--- src/rtl/gt_serial_cmp.sv ---
// Multi-cycle unsigned magnitude comparator: scans operands two bits per cycle, MSB pair first,
// and stops at the first differing pair, leaving a registered gt/eq/lt verdict.
module gt_serial_cmp #(
  parameter int unsigned W = 8
) (
  input  logic         clk_i,
  input  logic         reset_i,
  input  logic         start_i,
  input  logic [W-1:0] a_i,
  input  logic [W-1:0] b_i,
  output logic         ready_o,
  output logic         done_o,
  output logic         a_gt_b_o,
  output logic         a_eq_b_o,
  output logic         a_lt_b_o
);

  localparam int unsigned S  = W / 2;
  localparam int unsigned CW = $clog2(S + 1);

  localparam logic [1:0] StIdle = 2'd0;
  localparam logic [1:0] StCmp  = 2'd1;
  localparam logic [1:0] StDone = 2'd2;

  logic [1:0]    state_q, state_d;
  logic [W-1:0]  sa_q, sa_d;
  logic [W-1:0]  sb_q, sb_d;
  logic [CW-1:0] cnt_q, cnt_d;
  logic          gt_q, gt_d;
  logic          eq_q, eq_d;
  logic          lt_q, lt_d;

  logic [1:0] top_a, top_b;
  logic       slice_gt, slice_lt;

  // Shared 2-bit greater-than slice; lt is the same function with operands swapped.
  function automatic logic gt2(input logic [1:0] x, input logic [1:0] y);
    return (x[1] & ~y[1]) | (x[1] & y[1] & x[0] & ~y[0]) | (~x[1] & ~y[1] & x[0] & ~y[0]);
  endfunction

  assign top_a    = sa_q[W-1 -: 2];
  assign top_b    = sb_q[W-1 -: 2];
  assign slice_gt = gt2(top_a, top_b);
  assign slice_lt = gt2(top_b, top_a);

  always_comb begin
    state_d = state_q;
    sa_d    = sa_q;
    sb_d    = sb_q;
    cnt_d   = cnt_q;
    gt_d    = gt_q;
    eq_d    = eq_q;
    lt_d    = lt_q;
    case (state_q)
      StIdle: begin
        if (start_i) begin
          sa_d    = a_i;
          sb_d    = b_i;
          cnt_d   = CW'(S);
          state_d = StCmp;
        end
      end
      StCmp: begin
        if (slice_gt) begin
          gt_d    = 1'b1;
          eq_d    = 1'b0;
          lt_d    = 1'b0;
          state_d = StDone;
        end else if (slice_lt) begin
          gt_d    = 1'b0;
          eq_d    = 1'b0;
          lt_d    = 1'b1;
          state_d = StDone;
        end else if (cnt_q == CW'(1)) begin
          gt_d    = 1'b0;
          eq_d    = 1'b1;
          lt_d    = 1'b0;
          state_d = StDone;
        end else begin
          sa_d  = sa_q << 2;
          sb_d  = sb_q << 2;
          cnt_d = cnt_q - CW'(1);
        end
      end
      StDone: state_d = StIdle;
      default: state_d = StIdle;
    endcase
  end

  always_ff @(posedge clk_i) begin
    if (reset_i) begin
      state_q <= StIdle;
      sa_q    <= '0;
      sb_q    <= '0;
      cnt_q   <= '0;
      gt_q    <= 1'b0;
      eq_q    <= 1'b0;
      lt_q    <= 1'b0;
    end else begin
      state_q <= state_d;
      sa_q    <= sa_d;
      sb_q    <= sb_d;
      cnt_q   <= cnt_d;
      gt_q    <= gt_d;
      eq_q    <= eq_d;
      lt_q    <= lt_d;
    end
  end

  assign ready_o  = (state_q == StIdle);
  assign done_o   = (state_q == StDone);
  assign a_gt_b_o = gt_q;
  assign a_eq_b_o = eq_q;
  assign a_lt_b_o = lt_q;

endmodule

--- config.mk ---
export PLATFORM = sky130hd
export DESIGN_NAME = gt_serial_cmp
export DESIGN_NICKNAME = d
export VERILOG_FILES = /design/src/rtl/gt_serial_cmp.sv
export SDC_FILE = /design/constraint.sdc
export NUM_CORES = 1
export LEC_CHECK = 0
export ABC_CLOCK_PERIOD_IN_PS = 1700
export CAP_MARGIN = 5
export CORE_UTILIZATION = 47
export CTS_BUF_LIST = sky130_fd_sc_hd__clkbuf_8
export DETAILED_ROUTE_END_ITERATION = 8
export GPL_TIMING_DRIVEN = 0
export PLACE_DENSITY = 0.79
export SKIP_LAST_GASP = 1
export SYNTH_ARGS = -nofsm -noshare
export SYNTH_HDL_FRONTEND = slang
export SYNTH_SLANG_ARGS = --single-unit
export TNS_END_PERCENT = 1
--- constraint.sdc ---
create_clock -name clk_i -period 1.7 [get_ports clk_i]
set_input_delay 0.17 -clock clk_i [delete_from_list [all_inputs] [get_ports clk_i]]
set_output_delay 0.17 -clock clk_i [all_outputs]
set_load 0.005 [all_outputs]
== Word-level counts from Yosys, hierarchy flattened ==
Cells that the tools add are included.

* Div/mod/pow operators: 0
* $mul: 0
* Add/subtract/negate cells: 1
* Shift-type cells: 0
* Equal/unequal tests: 8
* Muxes and demuxes: 28
* Magnitude comparators: 0
* Reduce and logical (&&, ||, !) cells: 6
* Bitwise operators: 20

{| class="wikitable"
|+ Operators with widths
! operator !! count
|-
| 8-bit 2-to-1 mux || 8
|-
| 8-bit one-hot mux with 2 select lines || 2
|-
| 1-bit AND || 12
|-
| 3-bit 2-to-1 mux || 4
|-
| 1-bit 2-to-1 mux || 8
|-
| 2-bit 2-to-1 mux || 4
|-
| 2-bit != test (second input constant) || 4
|-
| 3-bit one-hot mux with 2 select lines || 1
|-
| 5-bit AND reduction || 1
|-
| 4-bit != test (second input constant) || 1
|-
| 1-bit NOT || 4
|-
| 1-bit OR || 4
|-
| 2-bit one-hot mux with 2 select lines || 1
|-
| 2-bit AND reduction || 2
|-
| 3-bit by 1-bit == test with 1-bit output (second input constant) || 1
|-
| 3-bit nonzero test || 1
|-
| 3-bit by 1-bit subtractor with 3-bit output (second input constant) || 1
|-
| 2-bit by 1-bit == test with 1-bit output (second input constant) || 1
|-
| 2-bit == test (second input constant) || 1
|-
| 2-bit zero test || 1
|-
| 2-bit nonzero test || 1
|}

* Bits in latches: 0
* Output and inout bits: 5
* ROM bits: 0
* Bits of input ports: 19
* Bits in registers: 24
* Bits in writable memories: 0
* Memories: 0
* Logic and storage cells: 70

== Logic depth before layout (Yosys ltp) ==
Gate-level depths: netlist of run 1.

* Word-level depth: 8
* Depth in mapped cells: 7
* Gate-level depth less buffers: 6

== Worst setup path before layout of run 1 ==
Ideal clock, no wire load.

* Path type: register -> register
* From: register cnt_q[1]
* To: register sa_q[6]
* Buffers on the path: 1
* Path slack: -0.047 ns
* Setup time: 0.088 ns
* Cell stages (with the launch flop): 8
* Required time: 1.612 ns
* Data arrival time: 1.659 ns
* Cell sequence: dfxtp_1 inv_1 ha_1 nor2b_1 o41ai_4 buf_6 nor2_1 a311oi_2

* Cells in the longest elaborated chain, start to end: 3

{| class="wikitable"
|+ RTL lines
! element !! RTL line !! source
|-
| from (decl) || 28 || <nowiki>logic [CW-1:0] cnt_q, cnt_d;</nowiki>
|-
| from (signal assigned) || 103 || <nowiki>cnt_q <= cnt_d;</nowiki>
|-
| 3-bit by 1-bit == test with 1-bit output || 74 || <nowiki>end else if (cnt_q == CW'(1)) begin</nowiki>
|-
| 2-bit != test (no line) || -- ||
|-
| 5-bit AND reduction (no line) || -- ||
|-
| to (signal assigned) || 93 || <nowiki>sa_q <= '0;</nowiki>
|-
| to (signal assigned) || 101 || <nowiki>sa_q <= sa_d;</nowiki>
|-
| to (decl) || 26 || <nowiki>logic [W-1:0] sa_q, sa_d;</nowiki>
|}

No other way between the ends.
A chain may end at the register's enable or synchronous reset.

== Final worst setup path of run 1 ==
* From: register cnt_q[1]
* To: register sb_q[5]

* Cells in the longest elaborated chain, start to end: 3

{| class="wikitable"
|+ RTL lines
! element !! RTL line !! source
|-
| 3-bit by 1-bit == test with 1-bit output || 74 ||
|-
| 2-bit != test (no line) || -- ||
|-
| 5-bit AND reduction (no line) || -- ||
|-
| to (signal assigned) || 94 || <nowiki>sb_q <= '0;</nowiki>
|-
| to (signal assigned) || 102 || <nowiki>sb_q <= sb_d;</nowiki>
|-
| to (decl) || 27 || <nowiki>logic [W-1:0] sb_q, sb_d;</nowiki>
|}

No other way between the ends.

==> flow_metrics.env, run 1 <==
export IMPL_ys_async_sr_fraction_pct=0
export IMPL_dr_first_iter_drc_count=24
export IMPL_timing_critical_path_fanout_max=7
export IMPL_place_detailed_hpwl_mm=1.84
export IMPL_core_region_area_um2=2250
export IMPL_fill_cells=180
export IMPL_first_pass_iters=4
export IMPL_placedCellCount=185
export IMPL_ys_types=29
export IMPL_library_cell_used_as_clock_root_buffer="sky130_fd_sc_hd__clkbuf_8"
export IMPL_critical_path_most_common_cell="sky130_fd_sc_hd__buf_6"
export IMPL_seq_area_frac_synth_pct=42.0
export IMPL_areaGrowthSynthToFinish_pct=41.1
export IMPL_final_cell_count_no_fill=199
export IMPL_critical_path_endpoint_type="flip-flop"
export IMPL_numCtsBuffers=3
export IMPL_timing_hold_worst_class="in2reg"
export IMPL_largest_net_degree_at_the_start_of_global_routing=15
export IMPL_design_final_nets=193
export IMPL_holdBufCountCts=0
export IMPL_rsz0062_at_grt="yes"
export IMPL_fin_crit_period_ns=1.67
export IMPL_final_layout_size_suffix_gt1_share_pct=22.2
export IMPL_vdd_ir_drop_max_mv=0.719
export IMPL_clock_tree_from_tritoncts="done"
export IMPL_max_cap_violations=0
export IMPL_worstSetupPathType="reg2reg"
export IMPL_synth_top_flop_cell="sky130_fd_sc_hd__dfxtp_1"
export IMPL_antenna_diode_count=0
export IMPL_synth_area_top_cells="sky130_fd_sc_hd__dfxtp_1, sky130_fd_sc_hd__nand2_1, sky130_fd_sc_hd__nor2_1"
export IMPL_postSynthCellCount=134
export IMPL_worst_path_dominant_cell_family="compound AO/OA/AOI/OAI gates"
export IMPL_outcome="completed"
export IMPL_worstSetupPathDepth=8
export IMPL_hold_viol=0
export IMPL_ys_top_cells_by_count="sky130_fd_sc_hd__nand2_1, sky130_fd_sc_hd__dfxtp_1, sky130_fd_sc_hd__nor2_1"
export IMPL_critPathLaunchType="flip-flop"
export IMPL_p_leak_nw=0.619
export IMPL_setup_viol=0
export IMPL_dieWidth_um=51.3
export IMPL_yosysTopAreaCellShare_pct=42.0
export IMPL_drv_slew=0
export IMPL_grt_antenna_before_repair=0
export IMPL_wl_per_cell_um=14.1
export IMPL_worstMarginPinSlew_ns=0.629
export IMPL_synth_edff_count=0
export IMPL_crit_arrival_ns=1.85
export IMPL_place_congestion=0.791
export IMPL_htreeDepth=1
export IMPL_critPathMaxStageDelay_ns=0.34
export IMPL_slew_headroom_pct=58.1
export IMPL_synthesis_yosys_warnings=0
export IMPL_numClockSinks=24
export IMPL_worst_r2r_path_depth=8
export IMPL_startpoint="cnt_q[1]"
export IMPL_post_synth_cell_area_avg_um2=8.53
export IMPL_syn_cell_area_um2=1140
export IMPL_critical_path_slowest_cell="sky130_fd_sc_hd__dfxtp_2"
export IMPL_ant_nets=0
export IMPL_floorplan_initialDensity_pct=50.7
export IMPL_cp_endpoint="sb_q[5]"
export IMPL_wl_mm=2.80
export IMPL_worstPathBufferInverterCount=3
export IMPL_ys_ff_latch=24
export IMPL_achievable_frequency_mhz=599
export IMPL_dpl_cell_area_um2=1420
export IMPL_boundaryPins=24
export IMPL_worstReg2RegStart="cnt_q[1]"
export IMPL_worst_endpoint_required_ns=1.88
export IMPL_area_of_the_die_um2=2630
export IMPL_worst_setup_hold_path_clk_slew_ns=0.09
export IMPL_routed_via_count=1109
export IMPL_port_buffer_count=23
export IMPL_critical_path_reg2reg_endpoint="sb_q[5]"
export IMPL_grt_overflow_total=0
export IMPL_crit_chain="inv_2 -> ha_4 -> nor2b_4 -> o41ai_4 -> buf_6 -> buf_6 -> nor2_2 -> a311oi_1"
export IMPL_synthesis_nets=155
export IMPL_final_area_um2=1610
export IMPL_library_cell_with_the_highest_instance_count_after_synthesis="sky130_fd_sc_hd__nand2_1"
export IMPL_r2r_setup_slack_ns=0.03
export IMPL_grt_first_pass_wirelength_mm=4.40
export IMPL_min_period_over_period_pct=98.1
export IMPL_finClkSkew_ns=0.00540
export IMPL_std_cell_rows=17
export IMPL_grt_util_all_layers_pct=22.4
export IMPL_die_outline_height_um=51.3
export IMPL_power_density_nw_per_um2=1190
export IMPL_count_of_unresolved_drc_violations_after_routing=0
export IMPL_clk_path_buf_depth=2
export IMPL_synth_largest_area_cell="sky130_fd_sc_hd__dfxtp_1"
export IMPL_clock_insertion_delay_worst_skew_ns=0.27
export IMPL_routed_via_count_divided_by_cell_count=5.57
export IMPL_grt_pass1_vias=1043
## stage by stage
| step | setup slack (ns) | utilization [%] | hold slack [ns] | setup TNS [ns] | total power, mW |
|---|---|---|---|---|---|
| floorplan | 0.0248 | - | 0.242 | 0 | 1.13 |
| finish | 0.0315 | 71.6 | 0.463 | 0 | 1.92 |
| CTS | -0.0335 | 67.9 | 0.464 | -0.0837 | 1.85 |
| global placement | -0.160 | 62.8 | 0.463 | -2.16 | 1.28 |
| detailed placement | -0.200 | 62.8 | 0.466 | -2.53 | 1.31 |
| global route | -0.0610 | 71.6 | 0.485 | -0.197 | 2.02 |
## power breakdown
part | switching, mW | total (mW) | internal (mW)
Sequential | 0.0806 | 0.744 | 0.663
Combinational | 0.334 | 0.667 | 0.333
Clock | 0.194 | 0.509 | 0.315
## timing repair
action | in CTS | in global routing
resized for setup | 3 | 17
pin swaps | 3 | 7
setup endpoints to repair | 19 | 20
buffers inserted | 5 | 5
## cell type report
| cell class | count | area [µm²] | area share (%) |
|---|---|---|---|
| Inverter | 4 | 15.0 | 0.930 |
| Clock inverter | 1 | 30.0 | 1.86 |
| Timing Repair Buffer | 33 | 313 | 19.4 |
| Multi-Input combinational cell | 98 | 636 | 39.4 |
| Buffer | 8 | 55.1 | 3.41 |
| Clock buffer | 3 | 41.3 | 2.56 |
| Tap cell | 28 | 35.0 | 2.17 |
| Sequential cell | 24 | 489 | 30.3 |
## worst min path at each step
stage	from	endpoint	slack [ns]	depth (start not counted)
floorplan	reset_i	state_q[0]	0.24	1
global placement	sb_q[1]	sb_q[1]	0.46	1
detailed placement	sa_q[0]	sa_q[0]	0.47	1
CTS	b_i[3]	sb_q[3]	0.46	3
global route	b_i[4]	sb_q[4]	0.48	3
finish	b_i[3]	sb_q[3]	0.46	3
## layout by cell type (no fill, tap or decap), types with 3 or more instances in the layout
| master | synthesis | final |
|---|---|---|
| sky130_fd_sc_hd__buf_4 | 1 | 9 |
| sky130_fd_sc_hd__a22o_1 | 4 | 4 |
| sky130_fd_sc_hd__nor2_1 | 21 | 20 |
| sky130_fd_sc_hd__a311oi_1 | 7 | 7 |
| sky130_fd_sc_hd__nand2b_1 | 4 | 3 |
| sky130_fd_sc_hd__nand3_1 | 6 | 6 |
| sky130_fd_sc_hd__a311oi_2 | 5 | 5 |
| sky130_fd_sc_hd__inv_1 | 4 | 3 |
| sky130_fd_sc_hd__clkbuf_8 | 0 | 3 |
| sky130_fd_sc_hd__dfxtp_2 | 0 | 4 |
| sky130_fd_sc_hd__buf_6 | 1 | 3 |
| sky130_fd_sc_hd__dfxtp_1 | 24 | 19 |
| sky130_fd_sc_hd__nand2_1 | 28 | 28 |
| sky130_fd_sc_hd__nor2b_1 | 4 | 3 |
| sky130_fd_sc_hd__clkdlybuf4s50_1 | 0 | 23 |
## registers in the layout (all words and copies together), names as in the netlist
register  flops
a_eq_b_o      1
a_gt_b_o      1
a_lt_b_o      1
cnt_q         3
sa_q          8
sb_q          8
state_q       2
## layer usage
metal | vias up | part of all wire (%) | track usage, % | routed length (µm)
met5 | - | 0 | 0 | 0
met4 | 0 | 2.8 | 10.4 | 78
met3 | 9 | 4.4 | 2.68 | 122
met2 | 35 | 52 | 41.7 | 1450
met1 | 525 | 41 | 25.0 | 1150
li1 | 540 | - | - | -
## cell families (layout without fill, tap and decap cells)
logic type      Yosys count  count (layout)  synth area share (%)
fa+ha+maj                 2               2                  2.19
simple gates             68              68                  26.4
compound gates           24              24                  21.1
buf+inv                  12              49                  5.03
mux                       1               1                 0.985
xor+xnor                  3               3                  2.30
flops                    24              24                  42.0
## worst reg2reg max path, delay by kind of cell (launching register included)
family,cells,cell delay (ns)
and+or+nand+nor,2,0.17
AOI/OAI and AO/OA,2,0.59
buffers and inverters,3,0.36
adders and majority gates,1,0.14
DFF,1,0.34
(Power assumes the default switching activity.)
==> inputs of run 2 (changes only) <==
Settings changed: ABC_AREA set to 0, CORE_UTILIZATION 47 to 55, DONT_BUFFER_PORTS set to 1, PLACE_DENSITY 0.79 to 0.75.
==> run 2 against run 1 <==
  * Via count is 8.9% lower
  * Clock skew fell by 0.0040 ns
  * Sequential cell count unchanged
  * Worst hold slack got worse by 0.44 ns
  * Design area shrank 17%
  * Global-route usage is 1.4 points higher
  * Non-clock buffer count fell by 24
  * Clock-buffer cell count rose by 1
  * Setup slack better by 0.016 ns
  * Die area decreased by 14%
  * Largest cell class unchanged
  * Cell count shrank 13%
==> flow_metrics.env, run 2 (synthesized netlist as in run 1, its figures left out) <==
export IMPL_grt_pass1_vias=919
export IMPL_count_of_unresolved_drc_violations_after_routing=0
export IMPL_areaGrowthSynthToFinish_pct=17.4
export IMPL_fin_crit_period_ns=1.65
export IMPL_worst_setup_hold_path_clk_slew_ns=0.08
export IMPL_port_buffer_count=0
export IMPL_htreeDepth=1
export IMPL_power_switching_fraction_pct=34.2
export IMPL_power_frac_comb_pct=33.6
export IMPL_timing_hold_worst_class="in2reg"
export IMPL_final_area_um2=1340
export IMPL_final_layout_size_suffix_gt1_share_pct=23.1
export IMPL_worstMarginPinSlew_ns=0.635
export IMPL_largestRegisters="sa_q x8, sb_q x8, cnt_q x3"
export IMPL_routed_via_count=1010
export IMPL_internal_power_mw=1.13
export IMPL_hold_ws_ns=0.0240
export IMPL_ant_nets=0
export IMPL_critical_path_reg2reg_endpoint="sb_q[7]"
export IMPL_dpl_cell_area_um2=1180
export IMPL_drv_slew=0
export IMPL_layout_cells_most_common="sky130_fd_sc_hd__nand2_1"
export IMPL_post_route_util_pct=68.4
export IMPL_clk_path_buf_depth=2
export IMPL_grt_util_all_layers_pct=23.8
export IMPL_hold_path_startpoint="a_i[0]"
export IMPL_floorplan_initialDensity_pct=58.3
export IMPL_slew_headroom_pct=57.6
export IMPL_vdd_ir_drop_max_mv=0.904
export IMPL_numClockSinks=24
export IMPL_library_cell_used_as_clock_root_buffer="sky130_fd_sc_hd__clkbuf_8"
export IMPL_finClkSkew_ns=0.00137
export IMPL_worstReg2RegStart="state_q[1]"
export IMPL_min_period_over_period_pct=97.2
export IMPL_p_sw_mw=0.586
export IMPL_wl_mm=2.71
export IMPL_r2r_setup_slack_ns=0.05
export IMPL_antenna_diode_count=0
export IMPL_numCtsBuffers=3
export IMPL_p_leak_nw=0.518
export IMPL_grt_antenna_before_repair=0
export IMPL_largest_net_degree_at_the_start_of_global_routing=14
export IMPL_outcome="completed"
export IMPL_die_outline_height_um=47.6
export IMPL_max_cap_violations=0
export IMPL_hold_viol=0
export IMPL_dieWidth_um=47.6
export IMPL_setup_viol=0
export IMPL_setup_ws_ns=0.0475
export IMPL_seqCellArea_um2=489
export IMPL_min_delay_worst_endpoint="sa_q[0]"
export IMPL_design_final_nets=169
export IMPL_dr_first_iter_drc_count=25
export IMPL_place_congestion=0.786
export IMPL_routed_via_count_divided_by_cell_count=5.80
export IMPL_boundaryPins=24
export IMPL_tns_ns=0
export IMPL_grt_overflow_total=0
export IMPL_timing_critical_path_fanout_max=8
export IMPL_holdPathStages=1
export IMPL_first_pass_iters=4
export IMPL_grt_first_pass_wirelength_mm=3.71
export IMPL_worstSetupPathType="reg2reg"
export IMPL_core_region_area_um2=1960
export IMPL_share_seq_of_total_power_pct=43.5
export IMPL_fill_cells=186
export IMPL_place_detailed_hpwl_mm=1.74
export IMPL_critPathLaunchType="flip-flop"
export IMPL_clock_power_share_pct=22.9
export IMPL_wl_per_cell_um=15.6
export IMPL_std_cell_rows=16
export IMPL_power_density_nw_per_um2=1280
export IMPL_placement_setup_worst_slack_ns=-0.194
export IMPL_achievable_frequency_mhz=605
export IMPL_worst_endpoint_required_ns=1.88
export IMPL_multi_input_comb_area_um2=623
export IMPL_crit_arrival_ns=1.84
export IMPL_clock_tree_from_tritoncts="done"
export IMPL_clock_insertion_delay_worst_skew_ns=0.27
export IMPL_layout_common_cells="sky130_fd_sc_hd__nand2_1, sky130_fd_sc_hd__nor2_1, sky130_fd_sc_hd__dfxtp_1"
export IMPL_critical_path_endpoint_type="flip-flop"
export IMPL_area_of_the_die_um2=2270
export IMPL_worst_r2r_path_depth=7
==> run 2: cell type report <==
cell class                 instances  share of cell area, %
inverter                           4                   1.12
timing repair buffer               9                   5.22
buffer                             8                   4.19
sequential                        24                   36.4
clock buffer                       4                   4.10
multi-input combinational         98                   46.4
tap                               27                   2.52
==> run 2: power groups by stage <==
stage | combinational (mW) | clock, mW | sequential (mW)
floorplan | 0.395 | 0 | 0.731
global placement | 0.466 | 0 | 0.742
detailed placement | 0.483 | 0 | 0.749
CTS | 0.528 | 0.391 | 0.736
global route | 0.621 | 0.415 | 0.761
finish | 0.575 | 0.393 | 0.746
==> run 2: per-layer routing <==
| metal | wire (µm) | GRT usage [%] | vias up | part of all wire [%] |
|---|---|---|---|---|
| li1 | - | - | 491 | - |
| met1 | 1080 | 26.9 | 477 | 40 |
| met2 | 1430 | 43.8 | 35 | 53 |
| met3 | 162 | 4.91 | 7 | 6.0 |
| met4 | 39 | 8.89 | 0 | 1.4 |
| met5 | 0 | 0 | - | 0 |
==> run 2: worst max path at each step <==
stage | startpoint | endpoint | slack, ns
floorplan | cnt_q[1] | sa_q[6] | 0.02
global placement | state_q[1] | sa_q[6] | -0.15
detailed placement | state_q[1] | sa_q[7] | -0.19
CTS | cnt_q[1] | sb_q[7] | -0.01
global route | cnt_q[1] | sa_q[2] | -0.002
finish | state_q[1] | sb_q[7] | 0.05
==> run 2: critical path: stages, from the launching register on <==
cell and delay (ns):
sky130_fd_sc_hd__dfxtp_2 0.35, sky130_fd_sc_hd__nand2b_1 0.17, sky130_fd_sc_hd__buf_6 0.13, sky130_fd_sc_hd__o41ai_4 0.30, sky130_fd_sc_hd__buf_4 0.21, sky130_fd_sc_hd__buf_8 0.13, sky130_fd_sc_hd__nor2_1 0.05, sky130_fd_sc_hd__a311oi_2 0.23
==> run 2: timing repair <==
item | CTS | global route
pin swaps | 2 | 2
endpoints found under the setup margin | 19 | 20
hold buffers | 1 | 0
gates resized for setup | 3 | 13
setup buffers | 4 | 4
endpoints found under the hold margin | 1 | 0
==> run 2: metrics by stage <==
step	instances	power, mW
floorplan	134	1.13
global placement	161	1.21
detailed placement	161	1.23
CTS	170	1.66
global route	174	1.80
finish	174	1.71
==> inputs of run 3 (changes only) <==
Settings changed: CORE_MARGIN set to 1.5.
==> run 3 against run 2 <==
  * Largest power group unchanged
  * Total power fell by 3.2%
  * First-iteration DRC count down 36%
  * Clock power hardly changed
  * Critical path type unchanged
  * Core utilization decreased by 3.0 points
  * Fmax down 1.5%
==> flow_metrics.env, run 3 (synthesized netlist as in run 1, its figures left out) <==
export IMPL_outcome="completed"
export IMPL_finClkSkew_ns=0.00224
export IMPL_crit_arrival_ns=1.87
export IMPL_clock_tree_from_tritoncts="done"
export IMPL_power_frac_comb_pct=31.8
export IMPL_p_sw_mw=0.570
export IMPL_core_region_area_um2=1960
export IMPL_ant_nets=0
export IMPL_startpoint="state_q[1]"
export IMPL_wl_per_cell_um=14.5
export IMPL_hold_ws_ns=0.0202
export IMPL_port_buffer_count=0
export IMPL_worst_endpoint_required_ns=1.89
export IMPL_grt_util_all_layers_pct=21.8
export IMPL_internal_power_mw=1.09
export IMPL_timing_hold_worst_class="in2reg"
export IMPL_slew_headroom_pct=60.9
export IMPL_routed_via_count=948
export IMPL_largestRegisters="sa_q x8, sb_q x8, cnt_q x3"
export IMPL_die_outline_height_um=48.6
export IMPL_worst_setup_hold_path_clk_slew_ns=0.08
export IMPL_setup_viol=0
export IMPL_placement_setup_worst_slack_ns=-0.168
export IMPL_grt_antenna_before_repair=0
export IMPL_numCtsBuffers=3
export IMPL_routed_via_count_divided_by_cell_count=5.58
export IMPL_grt_first_pass_wirelength_mm=4.03
export IMPL_dieWidth_um=48.6
export IMPL_fin_crit_period_ns=1.68
export IMPL_numClockSinks=24
export IMPL_first_pass_iters=4
export IMPL_worstReg2RegStart="state_q[1]"
export IMPL_final_layout_size_suffix_gt1_share_pct=16.8
export IMPL_drv_slew=0
export IMPL_floorplan_initialDensity_pct=58.3
export IMPL_placedCellCount=161
export IMPL_min_period_over_period_pct=98.7
export IMPL_final_cell_count_no_fill=170
export IMPL_grt_pass1_vias=926
export IMPL_layout_cells_most_common="sky130_fd_sc_hd__nand2_1"
export IMPL_place_detailed_hpwl_mm=1.71
export IMPL_rsz0062_at_grt="yes"
export IMPL_place_congestion=0.770
export IMPL_p_leak_nw=0.487
export IMPL_grt_overflow_total=0
export IMPL_boundaryPins=24
export IMPL_largest_net_degree_at_the_start_of_global_routing=14
export IMPL_setup_ws_ns=0.0220
export IMPL_library_cell_used_as_clock_root_buffer="sky130_fd_sc_hd__clkbuf_8"
export IMPL_max_cap_violations=0
export IMPL_share_seq_of_total_power_pct=44.4
export IMPL_htreeDepth=1
export IMPL_std_cell_rows=16
export IMPL_worstMarginPinSlew_ns=0.586
export IMPL_areaGrowthSynthToFinish_pct=12.3
export IMPL_power_switching_fraction_pct=34.4
export IMPL_achievable_frequency_mhz=596
export IMPL_wl_mm=2.47
export IMPL_clock_power_share_pct=23.8
export IMPL_clk_path_buf_depth=2
export IMPL_critPathLaunchType="flip-flop"
export IMPL_layout_common_cells="sky130_fd_sc_hd__nand2_1, sky130_fd_sc_hd__dfxtp_1, sky130_fd_sc_hd__nor2_1"
export IMPL_area_of_the_die_um2=2360
export IMPL_dr_first_iter_drc_count=16
export IMPL_timing_critical_path_fanout_max=9
export IMPL_tns_ns=0
export IMPL_design_final_nets=165
export IMPL_vdd_ir_drop_max_mv=0.733
export IMPL_power_density_nw_per_um2=1290
export IMPL_antenna_diode_count=0
export IMPL_critical_path_endpoint_type="flip-flop"
export IMPL_post_route_util_pct=65.4
export IMPL_hold_viol=0
export IMPL_dpl_cell_area_um2=1180
export IMPL_count_of_unresolved_drc_violations_after_routing=0
export IMPL_final_area_um2=1280
export IMPL_hold_path_startpoint="a_i[0]"
export IMPL_worstSetupPathType="reg2reg"
export IMPL_clock_insertion_delay_worst_skew_ns=0.27
export IMPL_fin_total_pwr_mw=1.66
-- run 3: layer usage --
layer	share of wire, %	vias up	global-route usage (%)
li1	-	486	-
met1	45	435	27.4
met2	50	25	37.2
met3	3.9	2	3.40
met4	0.69	0	9.05
met5	0	-	0
-- run 3: cell type report --
class	instances	area, µm²
multi-input cells	98	613
flip-flops and latches	24	482
well taps	27	33.8
repair buffers	5	40.0
plain buffers	8	45.0
clock buffers	4	55.1
inverters	4	15.0
fillers	185	678
-- run 3: worst max-delay path, cell delays in order (launching register included) --
cell                       delay, ns
sky130_fd_sc_hd__dfxtp_1        0.34
sky130_fd_sc_hd__nand2b_1       0.14
sky130_fd_sc_hd__buf_2          0.18
sky130_fd_sc_hd__o41ai_4        0.32
sky130_fd_sc_hd__buf_4          0.20
sky130_fd_sc_hd__buf_6          0.13
sky130_fd_sc_hd__nor2_1         0.05
sky130_fd_sc_hd__a311oi_2       0.23
-- run 3: final timing paths --
| path | slack (ns) | cells past startpoint | endpoint |
|---|---|---|---|
| setup reg to reg | 0.02 | 7 | sb_q[7] |
| hold / removal | 0.02 | 1 | sa_q[0] |
| hold reg to reg | 0.48 | 2 | sb_q[6] |
| setup / recovery | 0.02 | 7 | sb_q[7] |
-- run 3: power groups by stage --
stage | combinational (mW) | sequential [mW] | clock (mW)
4_1_cts | 0.511 | 0.736 | 0.398
3_5_place_dp | 0.482 | 0.749 | 0
2_1_floorplan | 0.395 | 0.731 | 0
3_3_place_gp | 0.466 | 0.741 | 0
6_report | 0.527 | 0.736 | 0.396
5_1_grt | 0.578 | 0.751 | 0.419
-- run 3: what timing repair did --
action	4_1_cts	5_1_grt
setup buffers	3	1
resized for setup	1	4
pin swaps	4	1
endpoints found under the hold margin	1	0
hold buffers	1	0
cloned	0	0
endpoints found under the setup margin	19	22
